## config.mk

```make
export PLATFORM = sky130hd
export DESIGN_NAME = uart_si_feeder
export DESIGN_NICKNAME = d
export VERILOG_FILES = /design/src/rtl/uart_si_pkg.sv /design/src/rtl/si_gap_timer.sv /design/src/rtl/uart_si_feeder.sv
export SDC_FILE = /design/constraint.sdc
export NUM_CORES = 1
export LEC_CHECK = 0
export BUFFER_PORTS_ARGS = -buffer_cell sky130_fd_sc_hd__buf_2
export CAP_MARGIN = 20
export CORE_MARGIN = 2
export CORE_UTILIZATION = 44
export CTS_BUF_LIST = sky130_fd_sc_hd__clkbuf_4 sky130_fd_sc_hd__clkbuf_8
export CTS_CLUSTER_DIAMETER = 200
export DETAILED_ROUTE_END_ITERATION = 10
export PLACE_DENSITY = 0.83
export SYNTH_ARGS = -nofsm -noshare
export SYNTH_HDL_FRONTEND = slang
export SYNTH_SLANG_ARGS = --single-unit
```

## constraint.sdc

```tcl
create_clock -name clk -period 2.15 [get_ports clk]
set_input_delay 0.43 -clock clk [delete_from_list [all_inputs] [get_ports clk]]
set_output_delay 0.43 -clock clk [all_outputs]
set_load 0.02 [all_outputs]
```

## src/rtl/uart_si_pkg.sv

```systemverilog
// rtl/uart_si_pkg.sv - shared constants and types for the UART simple-interface feeder
//
// Purpose: register map, control/status bit positions, feeder state enum and
//          a helper that packs the control-register write word.
// Ports:   none (package)
package uart_si_pkg;

  // Simple-interface register map of the UART slave
  localparam logic [3:0] UART_CR    = 4'h0;
  localparam logic [3:0] UART_TX_RX = 4'h4;
  localparam logic [3:0] UART_DR    = 4'h8;

  // Control register write fields
  localparam int CR_TR_EN     = 0;
  localparam int CR_REC_EN    = 1;
  localparam int CR_TX_LVL_LO = 4;
  localparam int CR_RX_LVL_LO = 6;

  // Status bits returned on rd when reading the control/status address
  localparam int ST_TX_FULL = 2;
  localparam int ST_RX_FULL = 3;

  typedef enum logic [2:0] {
    CFG_DR,
    CFG_CR,
    IDLE,
    POLL,
    GAP,
    PUSH
  } feeder_state_e;

  function automatic logic [31:0] cr_word(input logic       tr_en,
                                          input logic       rec_en,
                                          input logic [1:0] tx_lvl,
                                          input logic [1:0] rx_lvl);
    logic [31:0] w;
    w = 32'h0;
    w[CR_TR_EN]                      = tr_en;
    w[CR_REC_EN]                     = rec_en;
    w[CR_TX_LVL_LO+1:CR_TX_LVL_LO]   = tx_lvl;
    w[CR_RX_LVL_LO+1:CR_RX_LVL_LO]   = rx_lvl;
    return w;
  endfunction

endpackage

```

## src/rtl/si_gap_timer.sv

```systemverilog
// rtl/si_gap_timer.sv - down-counter that spaces status polls while the TX FIFO is full
//
// Purpose: after a load pulse, done stays low for GAP-1 further cycles so the
//          caller spends exactly GAP cycles in its wait state.
// Ports:   clk, rstn  - clock, asynchronous active-low reset
//          load       - restart the gap (pulse on the edge entering the wait)
//          done       - high on the last cycle of the gap
module si_gap_timer #(
  parameter int GAP = 4
) (
  input  logic clk,
  input  logic rstn,
  input  logic load,
  output logic done
);

  localparam int W  = (GAP > 1) ? $clog2(GAP) : 1;
  localparam int LV = (GAP > 0) ? GAP - 1 : 0;
  localparam logic [W-1:0] LOAD_VAL = LV[W-1:0];

  logic [W-1:0] cnt;

  always_ff @(posedge clk or negedge rstn) begin
    if (!rstn) begin
      cnt <= '0;
    end else if (load) begin
      cnt <= LOAD_VAL;
    end else if (cnt != '0) begin
      cnt <= cnt - 1'b1;
    end
  end

  assign done = (cnt == '0);

endmodule

```

## src/rtl/uart_si_feeder.sv

```systemverilog
// rtl/uart_si_feeder.sv - simple-interface master that configures the UART and feeds its TX FIFO
//
// Purpose: programs divider (0x8) and control (0x0) after reset or cfg_load,
//          then writes stream bytes to 0x4, polling tx_full so the FIFO never overflows.
// Ports:   clk, rstn                     - clock, asynchronous active-low reset
//          cfg_div/tr_en/rec_en/tx_lvl/rx_lvl, cfg_load - configuration values and rerun pulse
//          s_valid, s_data, s_ready      - byte stream in
//          busy, tx_cnt                  - status
//          addr, re, we, wd, rd          - simple-interface bus to the UART slave
module uart_si_feeder
  import uart_si_pkg::*;
#(
  parameter int POLL_GAP = 4,
  parameter int CNT_W    = 16
) (
  input  logic             clk,
  input  logic             rstn,
  input  logic [15:0]      cfg_div,
  input  logic             cfg_tr_en,
  input  logic             cfg_rec_en,
  input  logic [1:0]       cfg_tx_lvl,
  input  logic [1:0]       cfg_rx_lvl,
  input  logic             cfg_load,
  input  logic             s_valid,
  input  logic [7:0]       s_data,
  output logic             s_ready,
  output logic             busy,
  output logic [CNT_W-1:0] tx_cnt,
  output logic [3:0]       addr,
  output logic             re,
  output logic             we,
  output logic [31:0]      wd,
  input  logic [31:0]      rd
);

  feeder_state_e state, nxt;
  logic          pend;
  logic          gap_load, gap_done;
  logic          tx_full;
  logic [3:0]    nxt_addr;
  logic          nxt_re, nxt_we;
  logic [31:0]   nxt_wd;
  logic          unused_rd;

  assign tx_full   = rd[ST_TX_FULL];
  assign unused_rd = ^{rd[31:ST_TX_FULL+1], rd[ST_TX_FULL-1:0]};

  si_gap_timer #(.GAP(POLL_GAP)) u_gap (
    .clk  (clk),
    .rstn (rstn),
    .load (gap_load),
    .done (gap_done)
  );

  // Next-state and handshake
  always_comb begin
    nxt     = state;
    s_ready = 1'b0;
    case (state)
      // Reset leaves we low in CFG_DR; the first edge issues the divider write
      // and only a cycle that actually carried it moves on.
      CFG_DR: nxt = we ? CFG_CR : CFG_DR;
      CFG_CR: nxt = IDLE;
      IDLE: begin
        if (pend || cfg_load) nxt = CFG_DR;
        else if (s_valid)     nxt = POLL;
      end
      POLL: begin
        if (!tx_full) begin
          if (s_valid) begin
            s_ready = 1'b1;
            nxt     = PUSH;
          end else begin
            nxt = IDLE;
          end
        end else begin
          nxt = (POLL_GAP == 0) ? POLL : GAP;
        end
      end
      GAP:     if (gap_done) nxt = POLL;
      PUSH:    nxt = IDLE;
      default: nxt = CFG_DR;
    endcase
  end

  assign gap_load = (nxt == GAP) && (state != GAP);

  // Bus values for the state about to be entered; registered below so they
  // are stable for the whole state.
  always_comb begin
    nxt_addr = UART_CR;
    nxt_re   = 1'b0;
    nxt_we   = 1'b0;
    nxt_wd   = 32'h0;
    case (nxt)
      CFG_DR: begin
        nxt_addr = UART_DR;
        nxt_we   = 1'b1;
        nxt_wd   = {16'h0, cfg_div};
      end
      CFG_CR: begin
        nxt_addr = UART_CR;
        nxt_we   = 1'b1;
        nxt_wd   = cr_word(cfg_tr_en, cfg_rec_en, cfg_tx_lvl, cfg_rx_lvl);
      end
      POLL: begin
        nxt_addr = UART_CR;
        nxt_re   = 1'b1;
      end
      PUSH: begin
        // wd doubles as the latch for the accepted byte
        nxt_addr = UART_TX_RX;
        nxt_we   = 1'b1;
        nxt_wd   = {24'h0, s_data};
      end
      default: ;
    endcase
  end

  always_ff @(posedge clk or negedge rstn) begin
    if (!rstn) begin
      state  <= CFG_DR;
      addr   <= 4'h0;
      re     <= 1'b0;
      we     <= 1'b0;
      wd     <= 32'h0;
      pend   <= 1'b0;
      tx_cnt <= '0;
    end else begin
      state <= nxt;
      addr  <= nxt_addr;
      re    <= nxt_re;
      we    <= nxt_we;
      wd    <= nxt_wd;
      if (state == IDLE && nxt == CFG_DR) pend <= 1'b0;
      else if (cfg_load && state != IDLE) pend <= 1'b1;
      if (state == PUSH) tx_cnt <= tx_cnt + CNT_W'(1);
    end
  end

  assign busy = (state == CFG_DR) || (state == CFG_CR) || (state == PUSH) ||
                (((state == POLL) || (state == GAP)) && s_valid);

endmodule

```

# Word-level counts from Yosys, hierarchy flattened
# Cells that the tools add are included.
# op_classes
addsub	2
n_eq_ne	11
n_mux	18
reduce_logical	17
# op_table
op	n
$pmux 16 s3	1
$add 16x1->16 const B	1
$mux 3	5
$pmux 3 s5	1
$eq 3x3->1 const B	4
$eq 3x2->1 const B	3
$mux 1	8
$pmux 4 s2	1
$eq 3x1->1 const B	2
$logic_not 3->1	2
$reduce_bool 2->1	3
$logic_or 1x1->1	5
$logic_and 1x1->1	4
$mux 2	2
$ne 3x2->1 const B	1
$ne 3x3->1 const B	1
$reduce_or 3->1	1
$logic_not 2->1	1
$reduce_or 2->1	1
$sub 2x1->2 const B	1
# word_totals
regBits	60
wordCells	56

# Depth between registers and ports, before layout
# Gate-level depths: netlist (run 1).
# logic_depth
ltp_word	6
ltp_mapped	9
mapped_depth_nobuf	7

# Hierarchy
# A second synthesis (run 1) with hierarchy kept.
# hier_totals
cells_unflattened	169
hier_area_um2	1949.4
# modules_own_cells
mod	n_inst	cells_per_inst	area_each_um2
uart_si_feeder	1	160	1851.8
si_gap_timer	1	9	97.6

# Worst setup path before layout (run 1)
# Ideal clock, no wire load.
# synth_timing
kind	reg2reg
from	register u_gap.cnt[0]
to	register wd[10]
setup_time_ns	0.066
arrival_time_ns	1.723
required_time_ns	2.084
path_slack_ns	0.361
path_stages_with_launch	10
cell_sequence	dfrtp_1 -> inv_1 -> ha_1 -> a21oi_1 -> o32ai_1 -> or4_1 -> buf_2 -> inv_2 -> buf_6 -> and2_1
# synth_via
elab_chain_cells	5
# synth_rtl
element	line	rtl
from (decl)	si_gap_timer.sv:21	logic [W-1:0] cnt;
from (signal assigned)	si_gap_timer.sv:29	cnt <= cnt - 1'b1;
$logic_not 2->1 *	si_gap_timer.sv:33	assign done = (cnt == '0);
$mux 3 *	uart_si_feeder.sv:80	GAP: if (gap_done) nxt = POLL;
$pmux 3 s5 *	uart_si_feeder.sv:59	case (state)
$eq 3x3->1 (tied with other cells)	uart_si_feeder.sv:95	case (nxt)
$pmux 16 s3 *	uart_si_feeder.sv:95	
via nxt_wd[10]	uart_si_feeder.sv:42	logic [31:0] nxt_wd;
to (signal assigned)	uart_si_feeder.sv:134	wd <= nxt_wd;
to (decl)	uart_si_feeder.sv:32	output logic [31:0] wd,
# The timed path passes the listed nets; every way through them passes the cells marked *.
# A chain may end at the register's enable or synchronous reset.

# Final worst setup path (run 1)
# layout_timing
from	register u_gap.cnt[0]
to	register wd[6]
# Same word-level chain as after synthesis.

==> results.py, run 1 <==
metrics = {
    "critical_path": {
        "r2r_start": "u_gap.cnt[0]$_DFFE_PN0P_",
        "crit_required_ns": 2.36,
        "worstSetupStartpointType": "register",
        "critical_path.startpoint": "u_gap.cnt[0]$_DFFE_PN0P_",
        "critPathKind": "register to register",
        "critPathMaxFanout": 5,
        "critPathCaptureType": "register",
        "critical_path_arrival_ns": 2.13,
    },
    "yosys": {
        "ys_ff_latch": 42,
        "syn_area_um2": 1900,
        "synth_top_area_share_pct": 55.3,
        "yosys_most_used_dff": "dfrtp_1",
        "synthArstFlopShare_pct": 100,
        "synth_edf_count": 0,
        "ys_seq_area_share_pct": 55.3,
        "synth_area_leaders": "dfrtp_1 55%, buf_4 7.1%, xnor2_1 5.1%",
        "synth.distinct_cells": 38,
        "yosys_warnings": 0,
        "yosysTopAreaCell": "dfrtp_1",
        "syn_inst": 171,
        "syn-mean-instance-area_um2": 11.1,
    },
    "routing": {
        "drt_wl_total_um": 3670,
        "drc": 0,
        "drtAntennaViolNets": 0,
        "vias_per_cell": 4.74,
        "drt-wirelength-per-cell_um": 12.2,
        "routed-via-count": 1421,
        "first_pass_iters": 4,
        "initialDrtViolationCount": 48,
    },
    "hold_path": {
        "hold_path_class": "input pin to asynchronous set/reset pin",
    },
    "sta": {
        "setup_viol": 0,
        "hold_violations": 0,
        "fmax_mhz": 519,
        "min_period_ns": 1.93,
        "rsz0062_at_grt": "false",
        "fin_skew_ns": 0.00684,
        "fin_setup_tns_ns": 0,
        "fin_crit_sh_pct": 89.6,
        "slew_violations": 0,
    },
    "cells_and_area": {
        "fin_nets": 317,
        "n_antenna_cell": 0,
        "postLayoutCellArea_um2": 2350,
        "area_delta_synth_final_pct": 23.8,
        "drive_above_1_share_pct": 37.2,
    },
    "floorplanning": {
        "num_rows": 23,
        "die-area_um2": 4860,
        "initial_core_util_pct": 46.5,
        "io-pin-count": 122,
        "chipWidth_um": 69.7,
        "core_area_um2": 4090,
        "dieHeight_um": 69.7,
    },
    "clock_tree": {
        "numCtsBuffers": 5,
        "cts-hold-fix-buffers": 0,
        "cts_setup_buffers": 0,
        "cts_sinks": 42,
        "htree_levels": 2,
        "clk_pin_slew_worst_paths_ns": 0.08,
        "cts_resized": 0,
        "clk-insertion-delay-late_ns": 0.28,
        "clock_path_buffers": 2,
        "cts_root_buffer": "clkbuf_8",
        "tritoncts": "built",
    },
    "pwr": {
        "power.density_nw_per_um2": 1200,
        "total_leakage_power_nw": 1.28,
        "ir_drop_v": 0.000582,
    },
    "place": {
        "dp_hpwl_um": 2770,
        "routabilityCongestion": 0.781,
        "io_buffer_count": 72,
        "placed_area_um2": 2260,
    },
    "global_routing": {
        "grt.overflow.total": 0,
        "grt_pass1_vias": 1398,
        "grt_max_degree": 32,
        "antenna_found_initial": 0,
        "grt_pass1_wl_um": 6020,
        "gr-usage-all-layers_pct": 15.2,
    },
    "job": {
        "drv_cap": 0,
    },
    "run_status": {
        "outcome": "finished, final reports clean",
    },
}
-- layout make-up --
type	instances	area [µm²]
clock buffer	6	82.6
clock inverter	2	12.5
fill	378	1730
inverter	9	33.8
multi-input combinational	114	712
sequential	42	1050
tap	50	62.6
timing repair buffer	77	398
-- Yosys cell counts (4+ instances only) --
cell / instances
buf_4: 18
xnor2_1: 11
inv_1: 8
nand2_1: 9
o21ai_0: 6
xor2_1: 5
buf_2: 4
nor2_1: 6
dfrtp_1: 42
and2_1: 8
a22oi_1: 7
nand3_1: 6
-- cell usage in the layout (no fill, tap or decap), types with 2 or more instances in the layout --
cell type,Yosys,layout
ha_1,2,2
and3_1,2,2
nand4b_1,2,2
a21oi_1,3,3
xor2_1,5,5
a22o_1,2,2
inv_1,8,8
nor3_1,3,3
nand4_1,3,3
buf_4,18,5
nand2b_1,2,2
nand3b_1,2,2
nor2_1,6,6
nand2_1,9,9
a22oi_1,7,7
conb_1,1,18
and2_1,8,8
mux2_2,2,2
o21ai_0,6,6
dfrtp_1,42,42
clkbuf_8,0,6
buf_2,4,72
or2_2,3,3
xnor2_1,11,11
nand3_1,6,6
-- metal layers --
| layer | share of wire (%) | routed length (µm) | global-route usage, % | vias to the layer above |
|---|---|---|---|---|
| met3 | 7.4 | 270 | 4.22 | 2 |
| met1 | 40 | 1480 | 17.3 | 670 |
| met4 | 0.46 | 17 | 5.56 | 0 |
| met5 | 0 | 0 | 0 | - |
| li1 | - | - | - | 693 |
| met2 | 52 | 1890 | 27.1 | 56 |
-- critical path, stage by stage (launching register included) --
cell and delay, ns:
dfrtp_1 0.36, inv_1 0.05, ha_1 0.26, a21oi_1 0.17, o32ai_1 0.11, or4_1 0.57
buf_4 0.20, o21ai_0 0.14
-- logic make-up (layout without fill, tap and decap cells) --
kind of cell	count (synthesis)	count (layout)	synth area share, %
simple gates	55	55	16.7
compound gates	21	21	7.38
flops	42	42	55.3
mux	2	2	1.19
xor+xnor	16	16	7.38
fa+ha+maj	2	2	1.32
buf+inv	32	94	10.5
other cells	1	18	0.197
-- sequential cells by signal (all words and copies together), names as in the netlist --
register and flops:
we 1, re 1, wd 16, state 3
u_gap.cnt 2, pend 1, tx_cnt 16, addr 2
-- per-stage QoR --
| step | cells | power (W) | worst slack (ns) | util (%) | hold WS (ns) |
|---|---|---|---|---|---|
| 6_report | 300 | 0.00282 | 0.225 | 57.6 | 0.00766 |
| 2_1_floorplan | 188 | 0.00203 | 0.361 | - | 0.134 |
| 3_3_place_gp | 292 | 0.00231 | 0.192 | 55.2 | 0.310 |
| 4_1_cts | 300 | 0.00287 | 0.187 | 57.6 | 0.00552 |
| 5_1_grt | 300 | 0.00303 | 0.0573 | 57.6 | 0.00834 |
| 3_5_place_dp | 292 | 0.00235 | 0.179 | 55.2 | 0.312 |
-- where the power goes --
| group | switching, W | internal (W) | leakage (nW) |
|---|---|---|---|
| clock network | 0.000254 | 0.000258 | 0.0472 |
| logic | 0.000685 | 0.000454 | 0.685 |
| registers | 0.000152 | 0.00102 | 0.549 |
-- worst paths after layout --
kind,end,slack (ns),cells past startpoint
worst min register to register,tx_cnt[15]$_DFFE_PN0N_,0.47,1
min in group clk,wd[8]$_DFF_PN0_,0.35,2
worst max register to register,wd[6]$_DFF_PN0_,0.22,7
worst max-delay path,wd[6]$_DFF_PN0_,0.22,7
worst min-delay path,tx_cnt[9]$_DFFE_PN0N_,0.008,1
max in group asynchronous,pend$_DFFE_PN0P_,1.48,2
Power figures use the tool's default switching activity.
==> run 2: changes to the inputs <==
Settings changed: CORE_UTILIZATION 44 to 39, PLACE_DENSITY 0.83 to 0.78.
Clock period 2.15 ns to 1.7 ns, I/O delays scaled along.
==> run 2 against run 1 <==
The run now ends with setup timing left. Via count increased by 5.6%. Non-clock buffer count up 18. Hold slack better by 0.10 ns. Design area grew 11%. Maximum frequency up 11%. Sequential share of layout area shrank 4.1 points. Clock-buffer cell count is 1 higher. Sequential power grew 27%. Critical path depth is 2 lower. Critical path type unchanged. Largest cell class unchanged.
==> results.py, run 2 (same netlist as run 1, synthesis figures left out) <==
metrics = {
    "run_status": {
        "outcome": "finished, violations left",
        "violations": "setup timing",
    },
    "cells_and_area": {
        "area_delta_synth_final_pct": 37.0,
        "layout_commonest_cell": "buf_2",
        "multiInputGateArea_um2": 793,
        "layout_common_cells": "70 x buf_2, 39 x dfrtp_1, 22 x buf_4",
        "postLayoutCellArea_um2": 2600,
        "fillerInstances": 412,
        "fin_nets": 335,
        "register_area_um2": 1050,
        "n_antenna_cell": 0,
        "largest_registers": "tx_cnt: 16 flops, wd: 16 flops, state: 3 flops",
        "drive_above_1_share_pct": 48.3,
    },
    "routing": {
        "drt-wirelength-per-cell_um": 11.5,
        "initialDrtViolationCount": 48,
        "drt_wl_total_um": 3850,
        "vias_per_cell": 4.49,
        "first_pass_iters": 4,
        "drc": 0,
        "drtAntennaViolNets": 0,
        "routed-via-count": 1501,
    },
    "clock_tree": {
        "cts_sinks": 42,
        "numCtsBuffers": 5,
        "tritoncts": "built",
        "cts_root_buffer": "clkbuf_8",
        "clk_pin_slew_worst_paths_ns": 0.07,
        "clk-insertion-delay-late_ns": 0.29,
        "clock_path_buffers": 2,
        "htree_levels": 2,
    },
    "critical_path": {
        "critical_path_arrival_ns": 1.95,
        "critPathCaptureType": "register",
        "critPathKind": "register to register",
        "worstSetupStartpointType": "register",
        "crit_required_ns": 1.92,
        "critPathMaxFanout": 10,
    },
    "floorplanning": {
        "num_rows": 25,
        "initial_core_util_pct": 40.2,
        "core_area_um2": 4720,
        "io-pin-count": 122,
        "dieHeight_um": 73.8,
        "die-area_um2": 5440,
        "chipWidth_um": 73.8,
    },
    "pwr": {
        "ir_drop_v": 0.000917,
        "total_leakage_power_nw": 1.39,
        "power.density_nw_per_um2": 1560,
        "finalPower_w": 0.00406,
    },
    "sta": {
        "tightest_slew_ns": 0.502,
        "hold_slack_ns": 0.109,
        "hold_violations": 0,
        "rsz0062_at_grt": "true",
        "setup_viol": 6,
        "maxSlewHeadroom_pct": 66.5,
        "fin_crit_sh_pct": 102,
        "fin_ws_ns": -0.0373,
        "fin_skew_ns": 0.00382,
        "min_period_ns": 1.74,
        "slew_violations": 0,
        "fin_setup_tns_ns": -0.145,
        "fmax_mhz": 576,
    },
    "hold_path": {
        "hold_path_class": "input pin to asynchronous set/reset pin",
    },
    "global_routing": {
        "grt_pass1_vias": 1522,
        "grt.overflow.total": 0,
        "grt_pass1_wl_um": 6560,
        "gr-usage-all-layers_pct": 15.5,
        "grt_max_degree": 43,
        "antenna_found_initial": 0,
    },
    "place": {
        "placed_area_um2": 2410,
        "routabilityCongestion": 0.819,
        "io_buffer_count": 72,
        "dp_hpwl_um": 2920,
    },
    "job": {
        "drv_cap": 0,
    },
}
[run 2: cell count changes in the layout (fill, tap and decap cells not counted), sizes merged]
cell and change:
buf +18, clkbuf +1, clkinv -1, clkinvlp -1
[run 2: critical path: stages, from the launching register on]
cell and delay (ns):
dfrtp_2 0.49, nor2b_4 0.16, a31o_1 0.22, or4_4 0.52, buf_6 0.17, o21ai_2 0.11
[run 2: per-layer routing]
metal	part of all wire, %	wire length, µm	GRT usage, %
met5	0	0	0
met4	1.1	42	4.85
met3	8.3	318	5.90
met2	48	1860	25.8
met1	42	1630	18.5
[run 2: area by class of cell]
cell class	instances	area share (%)
flip-flops and latches	42	40.5
multi-input cells	114	30.5
repair buffers	95	21.1
clock buffers	7	3.22
well taps	67	3.22
inverters	9	1.39
[run 2: power breakdown]
part / total, W / leakage, nW / internal (W) / switching (W)
Sequential: 0.00149 / 0.544 / 0.00130 / 0.000192
Clock: 0.000617 / 0.0452 / 0.000314 / 0.000302
Combinational: 0.00195 / 0.801 / 0.000916 / 0.00104
[run 2: worst paths after layout]
path | from | end | slack [ns] | cells past startpoint
worst max-delay path | state[1]$_DFF_PN0_ | wd[4]$_DFF_PN0_ | -0.04 | 5
worst min-delay path | rstn | tx_cnt[10]$_DFFE_PN0N_ | 0.11 | 2
worst max register to register | state[1]$_DFF_PN0_ | wd[4]$_DFF_PN0_ | -0.04 | 5
worst min register to register | tx_cnt[15]$_DFFE_PN0N_ | tx_cnt[15]$_DFFE_PN0N_ | 0.48 | 1
max in group asynchronous | rstn | state[1]$_DFF_PN0_ | 1.22 | 2
min in group clk | cfg_div[8] | wd[8]$_DFF_PN0_ | 0.26 | 2
[run 2: stage by stage]
step / cells / setup WS (ns) / util (%)
2_1_floorplan: 188 / -0.00775 / -
3_3_place_gp: 322 / -0.103 / 50.9
3_5_place_dp: 322 / -0.142 / 50.9
4_1_cts: 331 / -0.00160 / 53.9
5_1_grt: 334 / -0.0952 / 55.1
6_report: 334 / -0.0373 / 55.1
[run 2: timing repair]
action / in CTS / in global routing
hold buffers: 0 / 0
setup buffers: 2 / 3
cloned: 0 / 0
resized for setup: 14 / 13
pin swaps: 2 / 3
endpoints found under the setup margin: 20 / 21
